<file path="config.mk">
export PLATFORM = sky130hd
export DESIGN_NAME = fetch_queue
export DESIGN_NICKNAME = d
export VERILOG_FILES = /design/src/rtl/fetch_queue.sv
export SDC_FILE = /design/constraint.sdc
export NUM_CORES = 1
export LEC_CHECK = 0
export CORE_MARGIN = 5
export CORE_UTILIZATION = 60
export DETAILED_ROUTE_END_ITERATION = 10
export GPL_ROUTABILITY_DRIVEN = 0
export HOLD_SLACK_MARGIN = 0.03
export PLACE_DENSITY = 0.84
export SETUP_SLACK_MARGIN = 0.5
export SLEW_MARGIN = 10
export SYNTH_ARGS = -nofsm -noshare
export SYNTH_HDL_FRONTEND = slang
export SYNTH_SLANG_ARGS = --single-unit
</file>
<file path="constraint.sdc">
create_clock -name clock -period 13.37 [get_ports clock]
set_input_delay 2.674 -clock clock [delete_from_list [all_inputs] [get_ports clock]]
set_output_delay 2.674 -clock clock [all_outputs]
set_load 0.01 [all_outputs]
</file>
<file path="src/rtl/fetch_queue.sv">
// Instruction-fetch front end: owns the fetch PC, issues one imem read per cycle
// and buffers returned {PC+1, insn} pairs in a DEPTH-entry circular queue for decode.
module fetch_queue #(
  parameter int                    ADDR_WIDTH = 32,
  parameter int                    INSN_WIDTH = 32,
  parameter int                    DEPTH      = 4,
  parameter logic [ADDR_WIDTH-1:0] RESET_PC   = '0
) (
  input  logic                         clock,
  input  logic                         reset,
  output logic [ADDR_WIDTH-1:0]        address_imem,
  output logic                         imem_req,
  input  logic [INSN_WIDTH-1:0]        q_imem,
  input  logic                         redirect,
  input  logic [ADDR_WIDTH-1:0]        redirect_pc,
  output logic                         out_valid,
  input  logic                         out_ready,
  output logic [INSN_WIDTH-1:0]        out_insn,
  output logic [ADDR_WIDTH-1:0]        out_pc,
  output logic [$clog2(DEPTH+1)-1:0]   occupancy
);

  localparam int              CW       = $clog2(DEPTH + 1);
  localparam int              PW       = $clog2(DEPTH);
  localparam logic [PW-1:0]   LAST_PTR = PW'(DEPTH - 1);
  localparam logic [CW:0]     DEPTH_C  = (CW + 1)'(DEPTH);

  logic [ADDR_WIDTH-1:0] fetch_pc_q, fetch_pc_d;
  logic                  inflight_valid_q, inflight_valid_d;
  logic [ADDR_WIDTH-1:0] inflight_pc_q, inflight_pc_d;
  logic [PW-1:0]         rd_ptr_q, rd_ptr_d;
  logic [PW-1:0]         wr_ptr_q, wr_ptr_d;
  logic [CW-1:0]         count_q, count_d;

  logic [INSN_WIDTH-1:0] insn_mem_q [DEPTH];
  logic [ADDR_WIDTH-1:0] pc_mem_q   [DEPTH];

  logic [CW:0] credit;
  logic        issue;
  logic        push;
  logic        pop;

  function automatic logic [PW-1:0] ptr_inc(input logic [PW-1:0] p);
    return (p == LAST_PTR) ? '0 : p + PW'(1);
  endfunction

  // Decode handshake: an entry transfers on a cycle where out_valid && out_ready;
  // out_valid never depends on out_ready, and redirect cancels any transfer.
  assign out_valid    = (count_q != '0);
  assign out_insn     = insn_mem_q[rd_ptr_q];
  assign out_pc       = pc_mem_q[rd_ptr_q];
  assign occupancy    = count_q;
  assign address_imem = fetch_pc_q;
  assign imem_req     = issue;

  // The in-flight read always holds a reserved slot, so a push can never overflow.
  assign credit = {1'b0, count_q} + {{CW{1'b0}}, inflight_valid_q};
  assign issue  = ~redirect & (credit < DEPTH_C);
  assign push   = ~redirect & inflight_valid_q;
  assign pop    = ~redirect & out_valid & out_ready;

  always_comb begin
    fetch_pc_d       = fetch_pc_q;
    inflight_valid_d = inflight_valid_q;
    inflight_pc_d    = inflight_pc_q;
    rd_ptr_d         = rd_ptr_q;
    wr_ptr_d         = wr_ptr_q;
    count_d          = count_q;
    if (redirect) begin
      fetch_pc_d       = redirect_pc;
      inflight_valid_d = 1'b0;
      rd_ptr_d         = '0;
      wr_ptr_d         = '0;
      count_d          = '0;
    end else begin
      if (push) wr_ptr_d = ptr_inc(wr_ptr_q);
      if (pop)  rd_ptr_d = ptr_inc(rd_ptr_q);
      case ({push, pop})
        2'b10:   count_d = count_q + CW'(1);
        2'b01:   count_d = count_q - CW'(1);
        default: count_d = count_q;
      endcase
      inflight_valid_d = issue;
      if (issue) begin
        inflight_pc_d = fetch_pc_q;
        fetch_pc_d    = fetch_pc_q + ADDR_WIDTH'(1);
      end
    end
  end

  always_ff @(posedge clock) begin
    if (reset) begin
      fetch_pc_q       <= RESET_PC;
      inflight_valid_q <= 1'b0;
      inflight_pc_q    <= '0;
      rd_ptr_q         <= '0;
      wr_ptr_q         <= '0;
      count_q          <= '0;
    end else begin
      fetch_pc_q       <= fetch_pc_d;
      inflight_valid_q <= inflight_valid_d;
      inflight_pc_q    <= inflight_pc_d;
      rd_ptr_q         <= rd_ptr_d;
      wr_ptr_q         <= wr_ptr_d;
      count_q          <= count_d;
    end
  end

  // Storage is cleared on reset so the head outputs are never X.
  always_ff @(posedge clock) begin
    if (reset) begin
      for (int i = 0; i < DEPTH; i++) begin
        insn_mem_q[i] <= '0;
        pc_mem_q[i]   <= '0;
      end
    end else if (push) begin
      insn_mem_q[wr_ptr_q] <= q_imem;
      pc_mem_q[wr_ptr_q]   <= inflight_pc_q + ADDR_WIDTH'(1);
    end
  end

endmodule

</file>
==> Word level (Yosys, flattened, before mapping) <==
Memories as Yosys holds them, arrays and structs flattened. A register that Yosys moved wholly into a read port is not among the register bits.
Index checks and enable logic that the tools add are counted.
{ "op_classes": {"addsub": 7, "n_lt_le_gt_ge": 1, "eq_ne": 4, "mux": 20, "n_bitwise": 5, "reduce_logical": 7} }
{ "op_table": {"columns": ["operator", "count"], "rows": [
  ["$mux 32", 4],
  ["$add 32x1->32 const B", 2],
  ["$reduce_or 32->1", 2],
  ["$mux 2", 8],
  ["$mux 1", 7],
  ["$eq 2x2->1 const B", 3],
  ["$pmux 3 s2", 1],
  ["$add 2x1->2 const B", 2],
  ["$add 3x1->4", 1],
  ["$and 1x1->1", 4],
  ["$lt 4x3->1 const B", 1],
  ["$reduce_bool 2->1", 2],
  ["$add 3x1->3 const B", 1],
  ["$reduce_bool 3->1", 1],
  ["$sub 3x1->3 const B", 1],
  ["$eq 2x1->1 const B", 1],
  ["$reduce_and 2->1", 1],
  ["$reduce_or 2->1", 1],
  ["$not 1->1", 1]
]} }
{ "word_totals": {"reg_bits": 72, "ramBits": 256, "input_bits": 68, "output_inout_bits": 101, "wordCells": 52, "mem_count": 2} }
{ "mem_list": {"columns": ["memory", "depth", "width", "read_ports", "rd_ports_with_merged_regs", "wr", "line", "source"], "rows": [
  ["insn_mem_q", 4, 32, 1, 1, 4, "35", "logic [INSN_WIDTH-1:0] insn_mem_q [DEPTH];"],
  ["pc_mem_q", 4, 32, 1, 1, 4, "36", "logic [ADDR_WIDTH-1:0] pc_mem_q [DEPTH];"]
]} }

==> Longest topological paths before layout <==
Gate-level depths: netlist of run 1.
{ "depth": {"ltp_word": 7, "mapped_depth": 9, "ltp_nobuf": 9} }

==> Worst setup path before layout of run 1 <==
OpenSTA, ideal clock, no wires.
{ "synth_path": {"path_kind": "input to register", "start": "input port redirect", "end": "memory insn_mem_q[3][0] (enable)", "setup_time_ps": 574, "arrival_ps": 7625, "setup_slack_ps": 5170, "cell_stages": 4, "n_path_buf": 1, "path_cell_list": "inv_1 clkbuf_1 nand2_1 o21ai_0"} }
{ "synth_rtl": {"columns": ["item", "line", "source"], "rows": [
  ["start: declaration", "14", "input logic redirect,"],
  ["end: declaration", "35", null]
]} }

==> Worst setup path in the final report of run 1 <==
{ "layout_path": {"start": "input port redirect", "end": "output port imem_req"} }
{ "layout_between": {"elab_chain_cells": 2} }
{ "layout_rtl": {"columns": ["item", "line", "source"], "rows": [
  ["$not 1->1 (no line)", null, null],
  ["$and 1x1->1", "58", "assign issue = ~redirect & (credit < DEPTH_C);"],
  ["end: declaration", "12", "output logic imem_req,"]
]} }
No other way between the ends.

==> out/metrics.cfg, run 1 <==
[status]
outcome = complete, no violations

[hold_path]
worstHoldEndpoint = inflight_pc_q[9]
hold_path.class = reg2reg
whs_path_depth = 2
hold_start = inflight_pc_q[9]

[global_route]
grt_pass1_vias = 9969
grt_max_degree = 67
antenna_found_initial = 0
overflow = 0
grt_pass1_wl_um = 54080
grt_usage = 0.2432

[clock_network]
clkLatencyLatePin_ns = 0.51
clock_sinks = 330
cts.path.max_buffers = 3
clk_pin_slew_ns = 0.06
clockRootBuffer = clkbuf_16
cts_tree = yes
htreeDepth = 2
post_cts_resized = 0
cts_setup_buffers = 0
numCtsBuffers = 34
postCtsHoldBufs = 0

[yosys]
synth_cell_types = 44
syn_inst = 1135
synth_area_leader_cell = edfxtp_1
yosysWarnings = 0
yosysTopAreaCellShare = 0.5272
synth_flop_cell = edfxtp_1
yosysSeqAreaShare = 0.6288
async_flop_share = 0
synth_area_leaders = edfxtp_1 (53%), dfxtp_1 (10%), mux4_2 (9.9%), and2_1 (5.9%), nor2_1 (4.1%)
synth_area_per_cell_um2 = 12.85
syn_area_um2 = 14580
synth_edf_count = 256
ys_ff_latch = 330
syn-num-nets = 1209

[sta]
setup_slack_ns = 5.468
timing.final.crit_share = 0.5911
fin_skew_ns = 0.01800
grt_setup_unrepaired = false
finalHoldViolCount = 0
setup_viol = 0
fin_crit_ns = 7.902
fmax_mhz = 126.5
timing.slew.headroom = 0.3399
slew_viol_final = 0
finalSetupTns_ns = 0
worst_pin_slew_ns = 0.9878

[layout]
layout_commonest_cell = edfxtp_1
post_route_cells_drive_above_1_share = 0.1137
final_cell_mix = edfxtp_1 (256), clkdlybuf4s50_1 (167), nor2_1 (158), and2_1 (137), nand2_1 (111)
final_nets = 1360
area_delta_synth_final_pct = 21.31
fin_area_um2 = 17690
diodes = 0
fin_util = 0.7338

[placed_design]
pre_cts_ws_ns = 5.469
portBuffers = 168
place_area_um2 = 16550
place.detailed.hpwl_um = 20740

[routing]
postRouteAntennaNets = 0
vias = 9678
wl_um = 33760
wire_per_inst_um = 20.66
via_per_inst = 5.923
firstDrtPassIters = 5
drcViolationCount = 0
drt-initial-drc-count = 968

[power]
vdd_drop_max_mv = 0.08428
powerDensity_nw_per_um2 = 129.5
p_leak_nw = 6.085
finalPower_mw = 2.290

[setup_path]
worst-path-buf-inv = 5
r2r_setup_slack_ns = 10.56
crit_type = in2out
crit_path_end_kind = output port
reg2regPathDepth = 5
crit_path_cell_trace = clkdlybuf4s50_1 -> inv_1 -> nand2_1 -> inv_1 -> buf_4 -> clkdlybuf4s50_1
slowest_stage = clkdlybuf4s50_1
arrival_ns = 5.23
r2r-end = pc_mem_q[1][6]
regToRegStartpoint = inflight_valid_q
crit_family = buffers and inverters
crit_path_max_fanout = 33
crit_required_ns = 10.70
cpPeakStageDelay_ns = 0.65
start_kind = primary input

[floorplanning]
ioPinCount = 169
fp.dieW_um = 165.9
core_area_um2 = 24110
start_util = 0.6049
core.rowCount = 57
die_h_um = 165.9
dieArea_um2 = 27520

[job]
maxCapViolCount = 0

==> cells by family (layout without fill, tap and decap cells) <==
kind of cell | count (synthesis) | in the layout | synth area share
compound gates | 76 | 76 | 0.03201
xor+xnor | 58 | 58 | 0.03484
fa+ha+maj | 6 | 6 | 0.005663
buf+inv | 85 | 260 | 0.02291
flops | 330 | 330 | 0.6288
mux | 67 | 67 | 0.1009
simple gates | 513 | 513 | 0.1749
==> worst reg2reg max path: stages, from the launching register on <==
cell	delay (ns)
dfxtp_1	0.52
nand3_1	0.13
buf_4	0.28
or2_2	0.59
nand2_2	0.14
buf_4	0.75
==> power by group <==
| group | total (mW) | leakage (nW) | switching [mW] | internal (mW) |
|---|---|---|---|---|
| Sequential | 1.17 | 3.25 | 0.0278 | 1.15 |
| Combinational | 0.149 | 2.27 | 0.0755 | 0.0730 |
| Clock | 0.969 | 0.566 | 0.379 | 0.590 |
==> cell type report <==
cell class / count / area (um2)
Sequential cell: 330 / 9174
Fill cell: 1542 / 6416
Multi-Input combinational cell: 720 / 5115
Timing Repair Buffer: 184 / 1797
Clock buffer: 43 / 932.1
Tap cell: 324 / 405.4
Clock inverter: 17 / 206.4
Inverter: 16 / 60.06
==> worst max-delay path by stage <==
stage | startpoint | endpoint | slack [ns] | cells past startpoint
detailed placement | redirect | imem_req | 5.47 | 6
global route | redirect | imem_req | 5.23 | 6
CTS | redirect | imem_req | 5.45 | 6
global placement | redirect | imem_req | 5.47 | 6
finish | redirect | imem_req | 5.47 | 6
floorplan | redirect | insn_mem_q[3][0] | 5.17 | 4
==> synth_stat cells, drive strengths merged (4+ instances only) <==
library cell / n
or3: 6
and3: 10
nor4: 8
nand3: 24
xor2: 32
nor2: 159
nor3: 12
dfxtp: 74
nand4: 21
and4: 10
nand2: 114
inv: 16
o21ai: 4
a21oi: 45
buf: 20
and2: 137
ha: 5
mux4: 64
xnor2: 26
edfxtp: 256
a211oi: 19
clkbuf: 49
==> per-stage QoR <==
stage | instances | hold WS, ns
2_1_floorplan | 1135 | 0.4481
3_3_place_gp | 1574 | 0.4597
3_5_place_dp | 1574 | 0.4632
4_1_cts | 1634 | 0.4710
5_1_grt | 1634 | 0.4934
6_report | 1634 | 0.4733
==> per-layer routing <==
layer | vias up | part of all wire | global-route usage
met5 | - | 0 | 0
met1 | 4736 | 0.40 | 0.3254
met4 | 0 | 0.027 | 0.06815
li1 | 4405 | - | -
met2 | 463 | 0.50 | 0.4160
met3 | 74 | 0.074 | 0.04213
==> flip-flops by register name, summed over array words and instances (netlist names), named ones only <==
register	count
occupancy	3
pc_mem_q	128
inflight_pc_q	32
wr_ptr_q	2
rd_ptr_q	2
insn_mem_q	128
inflight_valid_q	1
address_imem	32
No activity file was read; power rests on OpenSTA's default activity.
==> inputs of run 2 (changes only) <==
- CORE_UTILIZATION: 60 -> 51
- PLACE_DENSITY: 0.84 -> 0.76
- clock period: 13.37 -> 6.57 ns (I/O delays scaled with it)
==> run 2 against run 1 <==
Total power is 95% higher. Via count is 2.9% lower. Utilization is 11 points lower. Setup slack worse by 3.9 ns. Die area is 17% higher. Wire length is 2.9% lower. Sequential power is 100% higher. Cell count is 3.9% higher. Combinational power is 100% higher. Worst hold slack better by 0.0015 ns. Clock power is 84% higher. Critical path type unchanged.
==> out/metrics.cfg, run 2 (synthesized netlist as in run 1, its figures left out) <==
[status]
outcome = complete, no violations

[layout]
final_nets = 1362
layout_commonest_cell = edfxtp_1
area_delta_synth_final_pct = 21.29
final_cell_mix = edfxtp_1 (256), clkdlybuf4s50_1 (167), nor2_1 (158), and2_1 (137), nand2_1 (111)
post_route_cells_drive_above_1_share = 0.1096
multi_input_area_um2 = 5121
fill_cells = 2150
largest_registers = insn_mem_q x128, pc_mem_q x128
seqCellArea_um2 = 9174
diodes = 0

[clock_network]
clockRootBuffer = clkbuf_16
postCtsHoldBufs = 0
clk_pin_slew_ns = 0.06
post_cts_resized = 0
clkLatencyLatePin_ns = 0.52
cts.path.max_buffers = 3
htreeDepth = 2
cts_tree = yes
clock_sinks = 330
numCtsBuffers = 35
cts_setup_buffers = 0

[sta]
setup_slack_ns = 1.578
fin_crit_ns = 4.992
timing.final.crit_share = 0.7598
setup_viol = 0
fin_skew_ns = 0.02539
finalHoldViolCount = 0
grt_setup_unrepaired = false
slew_viol_final = 0
fmax_mhz = 200.3
finalSetupTns_ns = 0
timing.slew.headroom = 0.2812
worst_pin_slew_ns = 1.074

[routing]
drcViolationCount = 0
postRouteAntennaNets = 0
firstDrtPassIters = 5
via_per_inst = 5.537
wl_um = 32790
drt-initial-drc-count = 857
vias = 9401
wire_per_inst_um = 19.31

[floorplanning]
die_h_um = 179.1
core_area_um2 = 28470
dieArea_um2 = 32070
ioPinCount = 169
start_util = 0.5122
core.rowCount = 62
fp.dieW_um = 179.1

[setup_path]
crit_path_end_kind = output port
crit_path_max_fanout = 33
cpPeakStageDelay_ns = 0.71
crit_type = in2out
crit_path_cell_trace = clkdlybuf4s50_1 -> buf_4 -> inv_1 -> nand2_1 -> buf_4 -> inv_1 -> clkdlybuf4s50_1
start_kind = primary input
arrival_ns = 3.68
slowest_stage = inv_1
crit_required_ns = 5.26

[placed_design]
portBuffers = 168
place.detailed.hpwl_um = 20450
pre_cts_ws_ns = 1.587

[hold_path]
hold_path.class = reg2reg

[global_route]
grt_usage = 0.2065
grt_pass1_wl_um = 51920
antenna_found_initial = 0
grt_pass1_vias = 9726
grt_max_degree = 66
overflow = 0

[job]
maxCapViolCount = 0

[power]
vdd_drop_max_mv = 0.1727
powerDensity_nw_per_um2 = 252.5
p_leak_nw = 6.026
finalPower_mw = 4.466

-- run 2: routing by layer --
metal / GRT usage / wire (um) / vias up
met5: 0 / 0 / -
met4: 0.05205 / 656 / 0
met3: 0.04091 / 2431 / 50
met2: 0.3474 / 15880 / 359
met1: 0.2787 / 13820 / 4586
li1: - / - / 4406
-- run 2: layout make-up --
type / count / share of cell area
Clock buffer: 45 / 0.05285
Clock inverter: 18 / 0.005589
Inverter: 16 / 0.003396
Multi-Input combinational cell: 720 / 0.2896
Sequential cell: 330 / 0.5187
Tap cell: 384 / 0.02717
Timing Repair Buffer: 185 / 0.1027
-- run 2: path summary, 6_finish.rpt --
check                          from                end  slack (ns)  cells after the start
setup / recovery           redirect           imem_req        1.58                      7
hold / removal    inflight_pc_q[31]  inflight_pc_q[31]        0.47                      2
setup reg to reg   inflight_valid_q  insn_mem_q[1][15]        3.76                      5
hold reg to reg   inflight_pc_q[31]  inflight_pc_q[31]        0.47                      2
-- run 2: worst max-delay path: cells and delay by family --
family                 cells  cell delay [ns]
AND/OR/NAND/NOR            1             0.05
buffers and inverters      6             2.29
-- run 2: power by group --
part	internal [mW]	switching [mW]	total (mW)
registers	2.33	0.0543	2.38
logic	0.151	0.154	0.304
clock network	1.01	0.767	1.78
total	3.49	0.975	4.47
-- run 2: metrics by stage --
| stage | area, um2 | instances | util | hold WS, ns |
|---|---|---|---|---|
| 6_report | 17690 | 1698 | 0.6212 | 0.4749 |
| 5_1_grt | 17690 | 1698 | 0.6212 | 0.5077 |
| 4_1_cts | 17690 | 1698 | 0.6212 | 0.4756 |
| 3_5_place_dp | 16650 | 1635 | 0.5849 | 0.4677 |
| 3_3_place_gp | 16650 | 1635 | 0.5849 | 0.4642 |
| 2_1_floorplan | 14580 | 1135 | - | 0.4481 |
==> inputs of run 3 (changes only) <==
- CORE_UTILIZATION: 51 -> 56
- PLACE_DENSITY: 0.76 -> 0.79
- clock period: 6.57 -> 4.8 ns (I/O delays scaled with it)
==> run 3 against run 2 <==
Non-clock buffer count increased by 4. Worst hold slack improved by 0.0075 ns. Setup slack got worse by 0.33 ns. Sequential power increased by 37%. Critical endpoint unchanged. Cell count decreased by 3.1%. Die area decreased by 8.4%. Via count about the same.
==> out/metrics.cfg, run 3 (synthesized netlist as in run 1, its figures left out) <==
[status]
outcome = complete, no violations

[clock_network]
post_cts_resized = 0
clkLatencyLatePin_ns = 0.51
clock_sinks = 330
cts_tree = yes
clk_pin_slew_ns = 0.06
cts_setup_buffers = 0
numCtsBuffers = 34
htreeDepth = 2
cts.path.max_buffers = 3
clockRootBuffer = clkbuf_16
postCtsHoldBufs = 0

[routing]
postRouteAntennaNets = 0
drt-initial-drc-count = 690
vias = 9396
wl_um = 32590
wire_per_inst_um = 19.80
drcViolationCount = 0
via_per_inst = 5.708
firstDrtPassIters = 5

[layout]
final_cell_mix = edfxtp_1 (256), clkdlybuf4s50_1 (167), nor2_1 (158), and2_1 (137), nand2_1 (111)
area_delta_synth_final_pct = 21.43
diodes = 0
post_route_cells_drive_above_1_share = 0.1129
final_nets = 1365
fin_cells = 1646
layout_commonest_cell = edfxtp_1
largest_registers = insn_mem_q x128, pc_mem_q x128
fill_cells = 1854

[sta]
slew_viol_final = 0
grt_setup_unrepaired = false
fmax_mhz = 281.8
fin_skew_ns = 0.01314
holdWs_ns = 0.4824
finalSetupTns_ns = 0
finalHoldViolCount = 0
timing.final.crit_share = 0.7394
worst_pin_slew_ns = 0.9676
setup_viol = 0
timing.slew.headroom = 0.3549
fin_crit_ns = 3.549

[setup_path]
crit_path_end_kind = output port
worstSetupEndpoint = imem_req
regToRegStartpoint = inflight_pc_q[0]
crit_path_max_fanout = 17
crit_cells = 7
crit_family = buffers and inverters
reg2regPathDepth = 6
r2r-end = pc_mem_q[0][22]
crit_type = in2out
start_kind = primary input
cpPeakStageDelay_ns = 0.56
crit_required_ns = 3.84
startpoint = redirect
r2r_setup_slack_ns = 2.21
crit_path_cell_trace = clkdlybuf4s50_1 -> buf_4 -> inv_1 -> buf_4 -> nand2_1 -> inv_1 -> clkdlybuf4s50_1
arrival_ns = 2.59
slowest_stage = clkdlybuf4s50_1
worst-path-buf-inv = 6

[global_route]
antenna_found_initial = 0
grt_max_degree = 66
grt_pass1_wl_um = 52230
grt_pass1_vias = 9668
grt_usage = 0.2267
overflow = 0

[floorplanning]
fp.dieW_um = 171.4
core_area_um2 = 25840
core.rowCount = 59
start_util = 0.5644
die_h_um = 171.4
ioPinCount = 169
dieArea_um2 = 29370

[power]
vdd_drop_max_mv = 0.2550
powerDensity_nw_per_um2 = 349.3
p_leak_nw = 6.077

[placed_design]
dp_cells = 1590
portBuffers = 168
place.detailed.hpwl_um = 20360

[job]
maxCapViolCount = 0

[hold_path]
hold_path.class = reg2reg

## run 3: changes by cell type in the layout (fill, tap and decap cells not counted), sizes merged
cell      delta
clkinv       -8
bufinv       +1
clkbuf       +2
buf          +4
inv          -1
clkinvlp     -1
## run 3: power by group
group	switching [mW]	total [mW]	internal (mW)
clock network	1.02	2.50	1.49
logic	0.210	0.419	0.210
registers	0.0733	3.26	3.19
total	1.30	6.19	4.89
## run 3: final cells by class
class | instances | area, um2 | area share
timing repair buffer | 189 | 1884 | 0.1064
clock inverter | 9 | 67.56 | 0.003816
multi-input combinational | 720 | 5110 | 0.2886
sequential | 330 | 9174 | 0.5181
clock buffer | 47 | 992.2 | 0.05603
tap | 335 | 419.2 | 0.02367
inverter | 16 | 60.06 | 0.003392
## run 3: worst min-delay path by stage
| stage | slack (ns) | end | cells after the start | startpoint |
|---|---|---|---|---|
| after CTS | 0.48 | inflight_pc_q[9] | 2 | inflight_pc_q[9] |
| after global routing | 0.50 | inflight_pc_q[29] | 2 | inflight_pc_q[29] |
| after floorplan | 0.45 | inflight_pc_q[31] | 2 | inflight_pc_q[31] |
| final | 0.48 | inflight_pc_q[9] | 2 | inflight_pc_q[9] |
| after detailed placement | 0.47 | inflight_pc_q[9] | 2 | inflight_pc_q[9] |
| after global placement | 0.46 | inflight_pc_q[31] | 2 | inflight_pc_q[31] |
## run 3: worst reg2reg max path, cell delays in order, from the launching register on
cell	delay [ns]
dfxtp_1	0.52
ha_1	0.30
nand4_1	0.16
nor3_2	0.59
nand3_1	0.18
xor2_1	0.43
nor2_1	0.13
## run 3: per-stage QoR
step | setup slack (ns) | total power, mW | area (um2) | util
finish | 1.251 | 6.186 | 17710 | 0.6853
detailed placement | 1.245 | 3.741 | 16650 | 0.6443
global route | 1.135 | 6.409 | 17710 | 0.6853
global placement | 1.285 | 3.730 | 16650 | 0.6443
CTS | 1.234 | 6.229 | 17710 | 0.6853
floorplan | 1.114 | 3.500 | 14590 | -
## run 3: metal layers
metal | up-vias | global-route usage | part of all wire
li1 | 4403 | - | -
met1 | 4620 | 0.3091 | 0.42
met2 | 321 | 0.3819 | 0.49
met3 | 52 | 0.04068 | 0.064
met4 | 0 | 0.05959 | 0.021
met5 | - | 0 | 0
